File: src/rtl/clk_div_ctrl_pkg.sv
// Shared types for the clock-divider configuration sequencer.
// State and error-code encodings plus a small sizing helper.
package clk_div_ctrl_pkg;

  typedef enum logic [1:0] {
    IDLE     = 2'd0,
    GATE_OFF = 2'd1,
    LOAD     = 2'd2,
    SETTLE   = 2'd3
  } state_t;

  typedef enum logic [1:0] {
    ERR_NONE    = 2'd0,
    ERR_ZERO    = 2'd1,
    ERR_ODD     = 2'd2,
    ERR_TIMEOUT = 2'd3
  } err_code_t;

  function automatic int max3(input int a, input int b, input int c);
    int m;
    m = (a > b) ? a : b;
    return (m > c) ? m : c;
  endfunction

endpackage

File: src/rtl/clk_div_ctrl_cnt.sv
// Loadable down-counter with zero flag; saturates at zero instead of wrapping.
// One instance serves the gate-off, load-timeout and settle windows.
module clk_div_ctrl_cnt #(
  parameter int CNT_W = 4
) (
  input  logic             i_clk,
  input  logic             i_rst_n,
  input  logic             i_load,
  input  logic [CNT_W-1:0] i_load_val,
  input  logic             i_dec,
  output logic             o_zero
);

  logic [CNT_W-1:0] r_cnt;

  always_ff @(posedge i_clk or negedge i_rst_n) begin
    if (!i_rst_n) begin
      r_cnt <= '0;
    end else if (i_load) begin
      r_cnt <= i_load_val;
    end else if (i_dec && (r_cnt != '0)) begin
      r_cnt <= r_cnt - 1'b1;
    end
  end

  assign o_zero = (r_cnt == '0);

endmodule

File: src/rtl/clk_div_cfg_ctrl.sv
// Runtime divide-value update sequencer: validate, gate off, load with handshake,
// settle, then re-enable the divided-clock gate.
//
// state    | meaning
// IDLE     | accepting requests, gate follows en_i
// GATE_OFF | gate held off before the load
// LOAD     | strobe new value to divider, wait for ready or timeout
// SETTLE   | divider settling, gate still off
module clk_div_cfg_ctrl
  import clk_div_ctrl_pkg::*;
#(
  parameter int DIV_VALUE_WIDTH   = 8,
  parameter int DEFAULT_DIV_VALUE = 4,
  parameter int GATE_CYCLES       = 2,
  parameter int SETTLE_CYCLES     = 4,
  parameter int TIMEOUT_CYCLES    = 16,
  parameter int EVEN_ONLY         = 1
) (
  input  logic                       clk_i,
  input  logic                       rst_n_i,
  input  logic [DIV_VALUE_WIDTH-1:0] cfg_div_i,
  input  logic                       cfg_valid_i,
  output logic                       cfg_ready_o,
  input  logic                       en_i,
  output logic [DIV_VALUE_WIDTH-1:0] div_value_o,
  output logic                       div_valid_o,
  input  logic                       div_ready_i,
  output logic                       clk_gate_en_o,
  output logic [DIV_VALUE_WIDTH-1:0] cur_div_o,
  output logic                       busy_o,
  output logic                       done_o,
  output logic                       err_o,
  output logic [1:0]                 err_code_o
);

  localparam int CNT_MAX = max3(GATE_CYCLES, SETTLE_CYCLES, TIMEOUT_CYCLES);
  localparam int CNT_W   = $clog2(CNT_MAX + 1);
  localparam logic [DIV_VALUE_WIDTH-1:0] DEF_DIV = DIV_VALUE_WIDTH'(DEFAULT_DIV_VALUE);

  state_t                     r_state;
  err_code_t                  r_code;
  logic [DIV_VALUE_WIDTH-1:0] r_cur;
  logic [DIV_VALUE_WIDTH-1:0] r_new;
  logic [DIV_VALUE_WIDTH-1:0] r_div_value;
  logic                       r_div_valid;
  logic                       r_gate;
  logic                       r_ready;
  logic                       r_busy;
  logic                       r_done;
  logic                       r_err;
  logic                       r_abort;

  logic             w_accept;
  logic             w_is_zero;
  logic             w_is_odd;
  logic             w_is_same;
  logic             w_start;
  logic             w_cnt_zero;
  logic             w_load;
  logic [CNT_W-1:0] w_load_val;

  assign w_accept  = cfg_valid_i && r_ready;
  assign w_is_zero = (cfg_div_i == '0);
  assign w_is_odd  = (EVEN_ONLY != 0) && cfg_div_i[0];
  assign w_is_same = (cfg_div_i == r_cur);
  assign w_start   = w_accept && !w_is_zero && !w_is_odd && !w_is_same;

  // Each window loads its length minus one so it lasts exactly that many cycles.
  always_comb begin
    w_load     = 1'b0;
    w_load_val = '0;
    case (r_state)
      IDLE: if (w_start) begin
        w_load     = 1'b1;
        w_load_val = CNT_W'(GATE_CYCLES - 1);
      end
      GATE_OFF: if (w_cnt_zero) begin
        w_load     = 1'b1;
        w_load_val = CNT_W'(TIMEOUT_CYCLES - 1);
      end
      LOAD: if (div_ready_i || w_cnt_zero) begin
        w_load     = 1'b1;
        w_load_val = CNT_W'(SETTLE_CYCLES - 1);
      end
      default: ;
    endcase
  end

  clk_div_ctrl_cnt #(.CNT_W(CNT_W)) u_cnt (
    .i_clk      (clk_i),
    .i_rst_n    (rst_n_i),
    .i_load     (w_load),
    .i_load_val (w_load_val),
    .i_dec      (!w_load),
    .o_zero     (w_cnt_zero)
  );

  always_ff @(posedge clk_i or negedge rst_n_i) begin
    if (!rst_n_i) begin
      r_state     <= IDLE;
      r_code      <= ERR_NONE;
      r_cur       <= DEF_DIV;
      r_new       <= DEF_DIV;
      r_div_value <= DEF_DIV;
      r_div_valid <= 1'b0;
      r_gate      <= 1'b0;
      r_ready     <= 1'b0;
      r_busy      <= 1'b0;
      r_done      <= 1'b0;
      r_err       <= 1'b0;
      r_abort     <= 1'b0;
    end else begin
      r_done <= 1'b0;
      r_err  <= 1'b0;
      case (r_state)
        IDLE: begin
          r_gate  <= en_i;
          r_ready <= 1'b1;
          if (w_accept) begin
            if (w_is_zero) begin
              r_err  <= 1'b1;
              r_code <= ERR_ZERO;
            end else if (w_is_odd) begin
              r_err  <= 1'b1;
              r_code <= ERR_ODD;
            end else if (w_is_same) begin
              r_done <= 1'b1;
              r_code <= ERR_NONE;
            end else begin
              r_new   <= cfg_div_i;
              r_state <= GATE_OFF;
              r_gate  <= 1'b0;
              r_ready <= 1'b0;
              r_busy  <= 1'b1;
              r_code  <= ERR_NONE;
              r_abort <= 1'b0;
            end
          end
        end
        GATE_OFF: if (w_cnt_zero) begin
          r_state     <= LOAD;
          r_div_valid <= 1'b1;
          r_div_value <= r_new;
        end
        LOAD: begin
          if (div_ready_i) begin
            r_cur       <= r_new;
            r_div_valid <= 1'b0;
            r_state     <= SETTLE;
          end else if (w_cnt_zero) begin
            // Abort: divider keeps the old value, still give it a settle window.
            r_div_valid <= 1'b0;
            r_div_value <= r_cur;
            r_err       <= 1'b1;
            r_code      <= ERR_TIMEOUT;
            r_abort     <= 1'b1;
            r_state     <= SETTLE;
          end
        end
        SETTLE: if (w_cnt_zero) begin
          r_state <= IDLE;
          r_gate  <= en_i;
          r_ready <= 1'b1;
          r_busy  <= 1'b0;
          r_done  <= !r_abort;
        end
        default: r_state <= IDLE;
      endcase
    end
  end

  assign cfg_ready_o   = r_ready;
  assign div_value_o   = r_div_value;
  assign div_valid_o   = r_div_valid;
  assign clk_gate_en_o = r_gate;
  assign cur_div_o     = r_cur;
  assign busy_o        = r_busy;
  assign done_o        = r_done;
  assign err_o         = r_err;
  assign err_code_o    = r_code;

endmodule

File: config.mk
export PLATFORM = sky130hd
export DESIGN_NAME = clk_div_cfg_ctrl
export DESIGN_NICKNAME = d
export VERILOG_FILES = /design/src/rtl/clk_div_ctrl_pkg.sv /design/src/rtl/clk_div_ctrl_cnt.sv /design/src/rtl/clk_div_cfg_ctrl.sv
export SDC_FILE = /design/constraint.sdc
export NUM_CORES = 1
export LEC_CHECK = 0
export CORE_MARGIN = 2
export CORE_UTILIZATION = 52
export CTS_CLUSTER_DIAMETER = 50
export DETAILED_ROUTE_END_ITERATION = 12
export PLACE_DENSITY_LB_ADDON = 0.3
export SYNTH_ARGS = -nofsm -noshare
export SYNTH_HDL_FRONTEND = slang
export SYNTH_SLANG_ARGS = --single-unit
File: constraint.sdc
create_clock -name clk_i -period 2.1 [get_ports clk_i]
set_input_delay 0.525 -clock clk_i [delete_from_list [all_inputs] [get_ports clk_i]]
set_output_delay 0.525 -clock clk_i [all_outputs]
set_load 0.05 [all_outputs]
==> results.md <==
- Adder-Cell Fraction of Synth Area: 0.0375
- Xor and xnor area share after synthesis: 0.0437
- PwrDens: 1710 nW/um^2
- Synth cell types: 45
- Longest Clk Path Bufs: 2
- Number of synthesized flops with an enable pin: 0
- Vias per cell: approximately 5.6
- Critical Path RT: 2.27 ns
- DR pass1 iterations: 4
- Final Max Tran Viols: 0
- Kind of critical path: primary input to register
- P_leak: 1.21 nW
- Max-cap viol count: 0
- Die Ht: 66.1 microns
- CP max FO: 7
- Mapped Cells: 184
- Net switching power figure: 0.00208 W
- H-tree levels: 2
- Port Buf Inserts: 34
- Clk Latency, worst-skew pair: between 0.2 and 0.3 ns
- Synth warn: 0
- Drt total wl: 4530 microns
- Startpoint Class: primary input
- Syn_area_per_cell: 10.9 sq um
- Worst Tran Pin Value: 0.815 ns
- CP arrival: 2.24 ns
- Skew final: between 0.007 and 0.008 ns
- RePlAce Congestion: 0.877
- Min-delay worst type: primary input to async pin
- Chip width: 66.1 microns
- GR Overflow Total: 0
- CP endpoint kind: register
- First-pass GRT wire length: 7610 microns
- Final worst-path cycle share: 0.986
- Area delta synth->final: 30.8%
- I/O pins: 37
- Worst slew margin: 0.457
- Sw frac: 0.464
- Worst reg2reg path endpoint: u_cnt.r_cnt[0]
- Primary FF master, synth: dfrtp_1
- Post-route minimum period: 2.07 ns
- CTS Buf Count: 5
- Simple-gate portion of the synthesized area: 0.149
- Number of setup violations in the final report: 0
- Compound-Gate Fraction of Synth Area: 0.138
- CTS Sinks: 37
- GRT Util Overall: 0.233
- CTS Root Cell: clkbuf_8
- Status: finished clean
- Asr flop ratio synth: 1.00
- Main combinational cell family by area after synthesis: simple AND/OR/NAND/NOR gates
- Post-CTS Hold Buffers: 0
- Antenna-violating nets left: 0
- Post-synthesis mux area share: 0.134
- Flops & latches, synth: 37
- Final net count: 253
- Iteration-0 DRC Markers: 86
- ANT cells: 0
- Combinational power share: 0.564
- Final hold slack: between 0.3 and 0.4 ns
- Vias in the first global route: 1642
- Die area: around 4400 sq um
- Hpwl dp: 3390 microns
- Antenna violations before repair: 0
- Worst-case reg-to-reg path depth: 7
- RR Startpoint: u_cnt.r_cnt[0]
- FF-to-FF setup slack: around 0.13 ns
- Final Power: 0.00449 W
- Core ar.: 3690 sq um
- DRC Markers: 0
- CTS tree: built
- Sequential Power Share: 0.297
- Internal: 0.00241 W
- Row count: 22
- Clk pwr share: 0.139
- Largest net degree at the start of global routing: 38
- Vias: 1596
- Synth Cell Area: roughly 2000 sq um
- Drt wl/cell: 16.0 microns
- Starting Density: 0.543
- Layout cell share with drive strength beyond 1: 0.238
- Fmax: 483 MHz
- Sequential element share of the synthesized area: 0.464
- Final Hold Fails: 0
- Worst VDD drop: 1000 uV
- CTS clk-pin slew, worst paths: 0.08 ns
## placed cells by master (no fill, tap or decap), drive strengths merged, types with 3 or more instances in the layout
cell type and count:
a21oi 5, buf 23, clkbuf 5, clkdlybuf4s50 19, dfrtp 34, dfstp 3
dlymetal6s2s 6, ha 6, inv 8, mux2 14, mux2i 11, nand2 20
nand3 3, nand4 4, nor2 9, nor2b 3, o211ai 3, o21ai 13
o31a 4, xor2 9
## worst max path at each step
stage | startpoint | end | slack [ns] | depth (start not counted)
2_1_floorplan | cur_div_o[2] | u_cnt.r_cnt[0] | 0.04 | 4
3_3_place_gp | cfg_div_i[4] | u_cnt.r_cnt[0] | -0.29 | 5
3_5_place_dp | cfg_div_i[6] | u_cnt.r_cnt[3] | -0.35 | 6
4_1_cts | cur_div_o[3] | cur_div_o[3] | 0.009 | 1
5_1_grt | cfg_div_i[2] | r_new[1] | -0.01 | 6
6_report | cfg_div_i[1] | r_new[1] | 0.03 | 6
## power by group through the flow
stage,combinational (W),clock (W),sequential (W)
4_1_cts,0.00250,0.000636,0.00134
6_report,0.00253,0.000624,0.00134
3_5_place_dp,0.00247,0,0.00135
2_1_floorplan,0.00117,0,0.00188
5_1_grt,0.00271,0.000671,0.00138
3_3_place_gp,0.00241,0,0.00132
## what timing repair did
action,4_1_cts,5_1_grt
resized for setup,2,10
setup endpoints to repair,4,23
buffers inserted,0,2
pin swaps,1,4
## state kept, by name (all words and copies together) (netlist names)
signal         count
cfg_ready_o        1
r_new              7
div_value_o        7
cur_div_o          7
clk_gate_en_o      1
u_cnt.r_cnt        5
busy_o             1
r_abort            1
r_state            2
err_code_o         2
err_o              1
div_valid_o        1
done_o             1
## worst max-delay path, stage by stage
cell and delay [ns]:
clkdlybuf4s50_1 0.46, xor2_1 0.21, nor4_4 0.42, a211oi_4 0.12
buf_4 0.19, mux2_1 0.32
## cell usage after synthesis (2+ instances only)
cell type / count / area, sq um
nor2_1: 9 / 33.8
o31ai_1: 2 / 15.0
buf_4: 2 / 15.0
mux2_1: 3 / 33.8
dfrtp_1: 34 / 851
xor2_1: 9 / 78.8
o31a_1: 4 / 35.0
or3_1: 2 / 12.5
clkbuf_1: 3 / 11.3
ha_1: 6 / 75.1
a21oi_1: 5 / 25.0
nor3_1: 2 / 10.0
o21ai_0: 12 / 60.1
mux2_2: 11 / 124
a2bb2oi_1: 2 / 17.5
mux2i_1: 11 / 110
nor4_4: 2 / 42.5
nand4_1: 4 / 25.0
nand2_1: 20 / 75.1
dfstp_2: 3 / 78.8
nor2b_1: 3 / 18.8
o211ai_1: 3 / 22.5
nand3_1: 3 / 15.0
inv_1: 8 / 30.0
## cell type report
type / count / area (sq um)
clock buffer: 5 / 68.8
clock inverter: 3 / 46.3
fill: 281 / 1070
inverter: 8 / 30.0
multi-input combinational: 133 / 1040
sequential: 37 / 930
tap: 48 / 60.1
timing repair buffer: 49 / 444
## stage by stage
step / setup slack, ns / util / TNS (ns) / instances / instance area, sq um
2_1_floorplan: 0.0429 / - / 0 / 185 / 2010
3_3_place_gp: -0.285 / 0.664 / -4.28 / 273 / 2450
3_5_place_dp: -0.350 / 0.664 / -5.57 / 273 / 2450
4_1_cts: 0.00945 / 0.698 / 0 / 281 / 2570
5_1_grt: -0.0130 / 0.711 / -0.0352 / 283 / 2620
6_report: 0.0288 / 0.711 / 0 / 283 / 2620
## metal layers
metal | wire [microns] | vias to the layer above | global-route usage
li1 | - | 755 | -
met1 | 1820 | 784 | 0.269
met2 | 2410 | 46 | 0.409
met3 | 190 | 11 | 0.0579
met4 | 99 | 0 | 0.0969
met5 | 0 | - | 0
## kinds of logic after synthesis
kind of cell             after synthesis
adder cells (fa/ha/maj)                6
flip-flops                            37
XOR/XNOR                              10
multiplexers                          25
other                                  1
AO/OA/AOI/OAI                         37
AND/OR/NAND/NOR                       53
buffers and inverters                 15
(Power assumes the default switching activity.)
